[src/rtl/serial_addsub_if.sv]
// Operand/result bundle for serial_addsub.
// The master side issues operations and the slave side returns results and status.
interface serial_addsub_if #(
  parameter int WIDTH = 16
);
  logic             in_start;
  logic             in_mode;
  logic [WIDTH-1:0] in_a;
  logic [WIDTH-1:0] in_b;
  logic             in_borrow;
  logic [WIDTH-1:0] out_sub;
  logic             out_borrow;
  logic             out_overflow;
  logic             out_zero;
  logic             out_busy;
  logic             out_done;

  modport master (
    output in_start, in_mode, in_a, in_b, in_borrow,
    input  out_sub, out_borrow, out_overflow, out_zero, out_busy, out_done
  );

  modport slave (
    input  in_start, in_mode, in_a, in_b, in_borrow,
    output out_sub, out_borrow, out_overflow, out_zero, out_busy, out_done
  );
endinterface

[src/rtl/serial_addsub.sv]
// Multi-cycle adder/subtractor that processes CHUNK bits per clock, LSB chunk first.
// Subtraction is carried out as a + ~b + ~borrow_in, so one adder serves both modes.
module serial_addsub #(
  parameter int WIDTH = 16,
  parameter int CHUNK = 4    // WIDTH must be an integer multiple of CHUNK
) (
  input logic              in_clk,
  input logic              in_rst_n,
  serial_addsub_if.slave   bus
);
  localparam int N     = WIDTH / CHUNK;
  localparam int IDX_W = (N > 1) ? $clog2(N) : 1;

  typedef enum logic [1:0] {IDLE, RUN, DONE} state_t;

  state_t             state_q, state_d;
  logic [IDX_W-1:0]   idx_q, idx_d;
  logic [WIDTH-1:0]   a_q, a_d;
  logic [WIDTH-1:0]   b_q, b_d;
  logic               mode_q, mode_d;
  logic               cy_q, cy_d;
  logic [WIDTH-1:0]   sub_q, sub_d;
  logic               borrow_q, borrow_d;
  logic               ovf_q, ovf_d;
  logic               zero_q, zero_d;

  logic [CHUNK-1:0]   a_slice;
  logic [CHUNK-1:0]   b_slice;
  logic [CHUNK:0]     chunk_sum;
  logic               last_chunk;
  logic               start_accept;

  assign last_chunk   = (idx_q == IDX_W'(N - 1));
  assign start_accept = (state_q != RUN) && bus.in_start;

  // State register; reset has priority, so a start sampled during reset is dropped.
  always_ff @(posedge in_clk) begin
    // NOTE: sequential state uses non-blocking assignments so every flop samples pre-edge values.
    if (!in_rst_n) begin
      state_q  <= IDLE;
      idx_q    <= '0;
      sub_q    <= '0;
      borrow_q <= 1'b0;
      ovf_q    <= 1'b0;
      zero_q   <= 1'b0;
    end else begin
      state_q  <= state_d;
      idx_q    <= idx_d;
      sub_q    <= sub_d;
      borrow_q <= borrow_d;
      ovf_q    <= ovf_d;
      zero_q   <= zero_d;
    end
  end

  // NOTE: latched operands and running carry need no reset; they are always loaded before use.
  always_ff @(posedge in_clk) begin
    a_q    <= a_d;
    b_q    <= b_d;
    mode_q <= mode_d;
    cy_q   <= cy_d;
  end

  always_comb begin
    // NOTE: assigning a default first keeps every path covered, so no latch is inferred.
    state_d = state_q;
    unique case (state_q)
      IDLE:    state_d = bus.in_start ? RUN : IDLE;
      RUN:     state_d = last_chunk ? DONE : RUN;
      DONE:    state_d = bus.in_start ? RUN : IDLE;
      default: state_d = IDLE;
    endcase
  end

  // In subtract mode the subtrahend is inverted chunk by chunk.
  always_comb begin
    a_slice   = a_q[idx_q*CHUNK +: CHUNK];
    b_slice   = b_q[idx_q*CHUNK +: CHUNK] ^ {CHUNK{~mode_q}};
    chunk_sum = {1'b0, a_slice} + {1'b0, b_slice} + {{CHUNK{1'b0}}, cy_q};
  end

  always_comb begin
    a_d      = a_q;
    b_d      = b_q;
    mode_d   = mode_q;
    cy_d     = cy_q;
    idx_d    = idx_q;
    sub_d    = sub_q;
    borrow_d = borrow_q;
    ovf_d    = ovf_q;
    zero_d   = zero_q;
    if (start_accept) begin
      a_d    = bus.in_a;
      b_d    = bus.in_b;
      mode_d = bus.in_mode;
      cy_d   = bus.in_mode ? bus.in_borrow : ~bus.in_borrow;
      idx_d  = '0;
    end else if (state_q == RUN) begin
      sub_d[idx_q*CHUNK +: CHUNK] = chunk_sum[CHUNK-1:0];
      cy_d  = chunk_sum[CHUNK];
      idx_d = last_chunk ? '0 : idx_q + IDX_W'(1);
      if (last_chunk) begin
        // A carry out of a + ~b + ~bin means no borrow was needed.
        borrow_d = mode_q ? chunk_sum[CHUNK] : ~chunk_sum[CHUNK];
        ovf_d    = (a_q[WIDTH-1] == (b_q[WIDTH-1] ^ ~mode_q)) &&
                   (chunk_sum[CHUNK-1] != a_q[WIDTH-1]);
        zero_d   = (sub_d == '0);
      end
    end
  end

  always_comb begin
    bus.out_busy     = (state_q == RUN);
    bus.out_done     = (state_q == DONE);
    bus.out_sub      = sub_q;
    bus.out_borrow   = borrow_q;
    bus.out_overflow = ovf_q;
    bus.out_zero     = zero_q;
  end
endmodule

[src/flat_wrapper.sv]
// flat-port wrapper written by rule: the top's interface ports become plain ports
module serial_addsub_flat 
#(
  parameter int WIDTH = 16,
  parameter int CHUNK = 4                                                 
)
  (in_clk, in_rst_n, bus_in_start, bus_in_mode, bus_in_a, bus_in_b, bus_in_borrow, bus_out_sub, bus_out_borrow, bus_out_overflow, bus_out_zero, bus_out_busy, bus_out_done);
  serial_addsub_if #(.WIDTH(WIDTH)) bus_i ();
  input logic in_clk;
  input logic in_rst_n;
  input wire logic [$bits(bus_i.in_start)-1:0] bus_in_start;
  input wire logic [$bits(bus_i.in_mode)-1:0] bus_in_mode;
  input wire logic [$bits(bus_i.in_a)-1:0] bus_in_a;
  input wire logic [$bits(bus_i.in_b)-1:0] bus_in_b;
  input wire logic [$bits(bus_i.in_borrow)-1:0] bus_in_borrow;
  output wire logic [$bits(bus_i.out_sub)-1:0] bus_out_sub;
  output wire logic [$bits(bus_i.out_borrow)-1:0] bus_out_borrow;
  output wire logic [$bits(bus_i.out_overflow)-1:0] bus_out_overflow;
  output wire logic [$bits(bus_i.out_zero)-1:0] bus_out_zero;
  output wire logic [$bits(bus_i.out_busy)-1:0] bus_out_busy;
  output wire logic [$bits(bus_i.out_done)-1:0] bus_out_done;
  assign bus_i.in_start = bus_in_start;
  assign bus_i.in_mode = bus_in_mode;
  assign bus_i.in_a = bus_in_a;
  assign bus_i.in_b = bus_in_b;
  assign bus_i.in_borrow = bus_in_borrow;
  assign bus_out_sub = bus_i.out_sub;
  assign bus_out_borrow = bus_i.out_borrow;
  assign bus_out_overflow = bus_i.out_overflow;
  assign bus_out_zero = bus_i.out_zero;
  assign bus_out_busy = bus_i.out_busy;
  assign bus_out_done = bus_i.out_done;
  serial_addsub #(.WIDTH(WIDTH), .CHUNK(CHUNK)) u_core (.in_clk(in_clk), .in_rst_n(in_rst_n), .bus(bus_i));
endmodule
[config.mk]
export PLATFORM = sky130hd
export DESIGN_NAME = serial_addsub_flat
export DESIGN_NICKNAME = d
export VERILOG_FILES = /design/src/rtl/serial_addsub_if.sv /design/src/rtl/serial_addsub.sv /design/src/flat_wrapper.sv
export SDC_FILE = /design/constraint.sdc
export NUM_CORES = 1
export LEC_CHECK = 0
export BUFFER_PORTS_ARGS = -buffer_cell sky130_fd_sc_hd__buf_2
export CORE_MARGIN = 5
export CORE_UTILIZATION = 35
export DETAILED_ROUTE_END_ITERATION = 6
export RECOVER_POWER = 25
export SLEW_MARGIN = 20
export SYNTH_ARGS = -nofsm -noshare
export SYNTH_HDL_FRONTEND = slang
export SYNTH_SLANG_ARGS = --single-unit
[constraint.sdc]
create_clock -name in_clk -period 6 [get_ports in_clk]
set_input_delay 0 -clock in_clk [delete_from_list [all_inputs] [get_ports in_clk]]
set_output_delay 0 -clock in_clk [all_outputs]
set_load 0.005 [all_outputs]
==> metrics.csv <==
stage,metric,value,unit
outcome,status,completed,
route,wl_per_cell,13.4,um
logic_synthesis,synth_compound_area_share,9.64,%
pwr,p_int,713,uW
timing,timing.final.crit_share,51.6,%
route,drtAntennaViolNets,0,
global_route,grt_pass1_vias,1936,
worst_hold_path,holdPathEnd,u_core.cy_q,
global_route,grt_usage,13.0,%
route,vias_per_cell,4.64,
worst_hold_path,hold_start,bus_in_borrow,
worst_hold_path,hold_class,in2reg,
finish,multi_input_area,1010,um2
clock_tree,insertion_delay,340,ps
clock_tree,h-tree-depth,3,
logic_synthesis,synth_common_cells,"34 x edfxtp_1, 28 x nor2_1, 23 x dfxtp_1",
worst_setup_path,path_max_fanout,19,
global_route,grt_first_pass_wirelength,8900,um
worst_setup_path,end_kind,register,
die,design.die.area,9240,um2
worst_setup_path,cp.arrival,3340,ps
place,hpwl,3700,um
finish,seq_area,1480,um2
place,gp_congestion,0.781,
logic_synthesis,synthesis.nets,258,
logic_synthesis,synth_fa_ha_area_share,5.88,%
global_route,grt_max_degree,36,
route,dr.pass1.iters,4,
clock_tree,cts_buffers,9,
route,wl,5500,um
pwr,seqPwrFrac,46.4,%
timing,finalCriticalPeriod,3090,ps
die,die_h,96.1,um
worst_setup_path,required,6250,ps
die,initial_core_util,35.8,%
logic_synthesis,synth.most_common_cell,edfxtp_1,
job,maxCapViolations,0,
timing,skew,13.9,ps
logic_synthesis,synth_top_family_by_area,simple AND/OR/NAND/NOR gates,
logic_synthesis,synth_edf_count,34,
worst_setup_path,critPathLaunchType,register,
logic_synthesis,yosys_warnings,0,
clock_tree,cts_tree,done,
finish,antenna_cells,0,
die,rows,31,
finish,area_growth,35.0,%
place,port-buffer-count,57,
logic_synthesis,synth-xor-area-share,3.04,%
route,drt-initial-drc-count,95,
finish,final_cells,410,
timing,max_freq,323,MHz
timing,rsz0062_at_grt,no,
logic_synthesis,seq_area_frac_synth,57.1,%
die,io_pins,58,
worst_setup_path,r2r_slack,2910,ps
clock_tree,ctsLongestPathBuffers,2,
route,num_vias,1904,
logic_synthesis,synth.top_cell.area_share,39.3,%
logic_synthesis,synth_area_leader_cell,edfxtp_1,
logic_synthesis,ys.flop_type,edfxtp_1,
timing,setup_tns,0,ps
worst_setup_path,reg2reg_depth,9,
pwr,pwr_density_cell,277,nW/um2
logic_synthesis,synth_area_leaders,"edfxtp_1 39%, dfxtp_1 18%, mux4_2 6.1%, ha_1 4.3%, nor2_1 4.0%",
pwr,combPwrFrac,17.8,%
worst_setup_path,r2r-end,u_core.bus.out_zero,
pwr,power_switching,258,uW
pwr,clockPowerShare,35.7,%
logic_synthesis,synthCells,210,
timing,maxSlewHeadroom,53.7,%
finish,num-fill-cells,641,
logic_synthesis,async_flop_share,0,%
pwr,peakVddDrop,0.171,mV
timing,setup_viol,0,
timing,drv_slew,0,
die,core_area,7250,um2
worst_setup_path,crit_type,reg2reg,
place,place_inst,359,
global_route,antenna_found_initial,0,
finish,fin_nets,354,
timing,worstMarginPinSlew,694,ps
logic_synthesis,ys_seq_elements,57,
clock_tree,path_clk_slew,70,ps
timing,timing.hold.ws,87.7,ps
logic_synthesis,synthSimpleGateAreaFrac,13.2,%
finish,final_core_util,48.3,%
worst_setup_path,reg2reg_from,u_core.idx_q[0],
worst_hold_path,hold_path_depth,4,
logic_synthesis,ys_types,43,
route,drc_errors,0,
clock_tree,clk_root_buffer_cell,clkbuf_8,
logic_synthesis,muxShareOfSynthArea,7.08,%
pwr,swShare,26.5,%
pwr,leakage,0.00140,uW
global_route,grt_overflow,0,
die,die_x,96.1,um
pwr,power.total,971,uW
finish,drive_above_1_share,28.0,%
logic_synthesis,post_synth_instance_area,2600,um2
timing,finalHoldViolCount,0,
clock_tree,cts_sinks,57,
logic_synthesis,avgSynthCellArea,12.4,um2
## power groups by stage
stage | clock, uW | sequential [uW] | combinational (uW)
after global routing | 373 | 453 | 194
after detailed placement | 0 | 459 | 155
after global placement | 0 | 459 | 155
after CTS | 354 | 451 | 173
final | 347 | 451 | 173
after floorplan | 0 | 457 | 115
## per-layer routing
metal  vias up  track usage (%)  part of all wire, %
met3         9             4.61                  6.4
met4         0             5.69                  1.9
met1       873             15.0                   45
met2        49             21.7                   47
li1        973                -                    -
met5         -                0                    0
## final cells by class
cell class | count | area share [%]
flip-flops and latches | 57 | 42.3
clock inverters | 7 | 2.03
inverters | 11 | 1.21
repair buffers | 94 | 18.6
well taps | 99 | 3.53
clock buffers | 9 | 3.53
multi-input cells | 133 | 28.8
## timing repair
item                                   4_1_cts  5_1_grt
gates resized for setup                      0        0
hold buffers                                35        0
setup buffers                                0        0
endpoints found under the hold margin       37        0
## worst max path at each step
stage               slack [ps]             endpoint            start
floorplan                 3160  u_core.bus.out_zero  u_core.idx_q[0]
global placement          2940  u_core.bus.out_zero  u_core.idx_q[0]
detailed placement        2910  u_core.bus.out_zero  u_core.idx_q[0]
CTS                       2900  u_core.bus.out_zero  u_core.idx_q[0]
global route              2710  u_core.bus.out_zero  u_core.idx_q[0]
finish                    2910  u_core.bus.out_zero  u_core.idx_q[0]
## critical path, stage by stage (launching register included)
cell and delay, ps:
dfxtp_1 300, buf_4 260, mux4_1 600, xor2_1 170
fa_1 450, fa_1 580, nor2_1 80, a31oi_1 210
nand4_1 110, o31ai_1 230
## flip-flops by register name, summed over array words and instances, names as in the netlist
| name | count |
|---|---|
| u_core.bus.out_sub | 16 |
| u_core.a_q | 16 |
| u_core.b_q | 16 |
| u_core.cy_q | 1 |
| u_core.idx_q | 2 |
| u_core.bus.out_overflow | 1 |
| u_core.bus.out_borrow | 1 |
| u_core.bus.out_zero | 1 |
| u_core.mode_q | 1 |
| u_core.state_q | 2 |
## per-stage QoR
stage | setup slack, ps | cell area [um2]
final | 2910 | 3500
after global routing | 2710 | 3500
after CTS | 2900 | 3500
after detailed placement | 2910 | 2960
after global placement | 2940 | 2960
after floorplan | 3160 | 2600
## cells in the final DEF, fill, tap and decap left out, types with 2 or more instances in the layout
cell            n
a211oi_1        5
a21oi_1         6
a22oi_1         4
a2bb2oi_1       2
a31oi_1         6
a32oi_1         4
and2_1          2
buf_2          57
buf_4           2
clkbuf_8        9
clkinv_2        2
clkinv_4        2
clkinvlp_4      2
dfxtp_1        23
dlygate4sd3_1  35
edfxtp_1       34
fa_1            2
ha_1            9
inv_1           9
mux4_2          7
nand2_1        12
nand3_1         3
nand3b_1        3
nor2_1         27
nor2b_1         5
nor3_1          3
nor4_1          4
o21ai_0         3
o22ai_1         3
xnor2_1         6
xor2_1          3
## cell families after synthesis
logic type | Yosys count
and+or+nand+nor | 68
DFF | 57
AOI/OAI and AO/OA | 37
buffers and inverters | 20
adders and majority gates | 11
xor gates and xnor gates | 9
muxes | 8
Power figures use the tool's default switching activity.
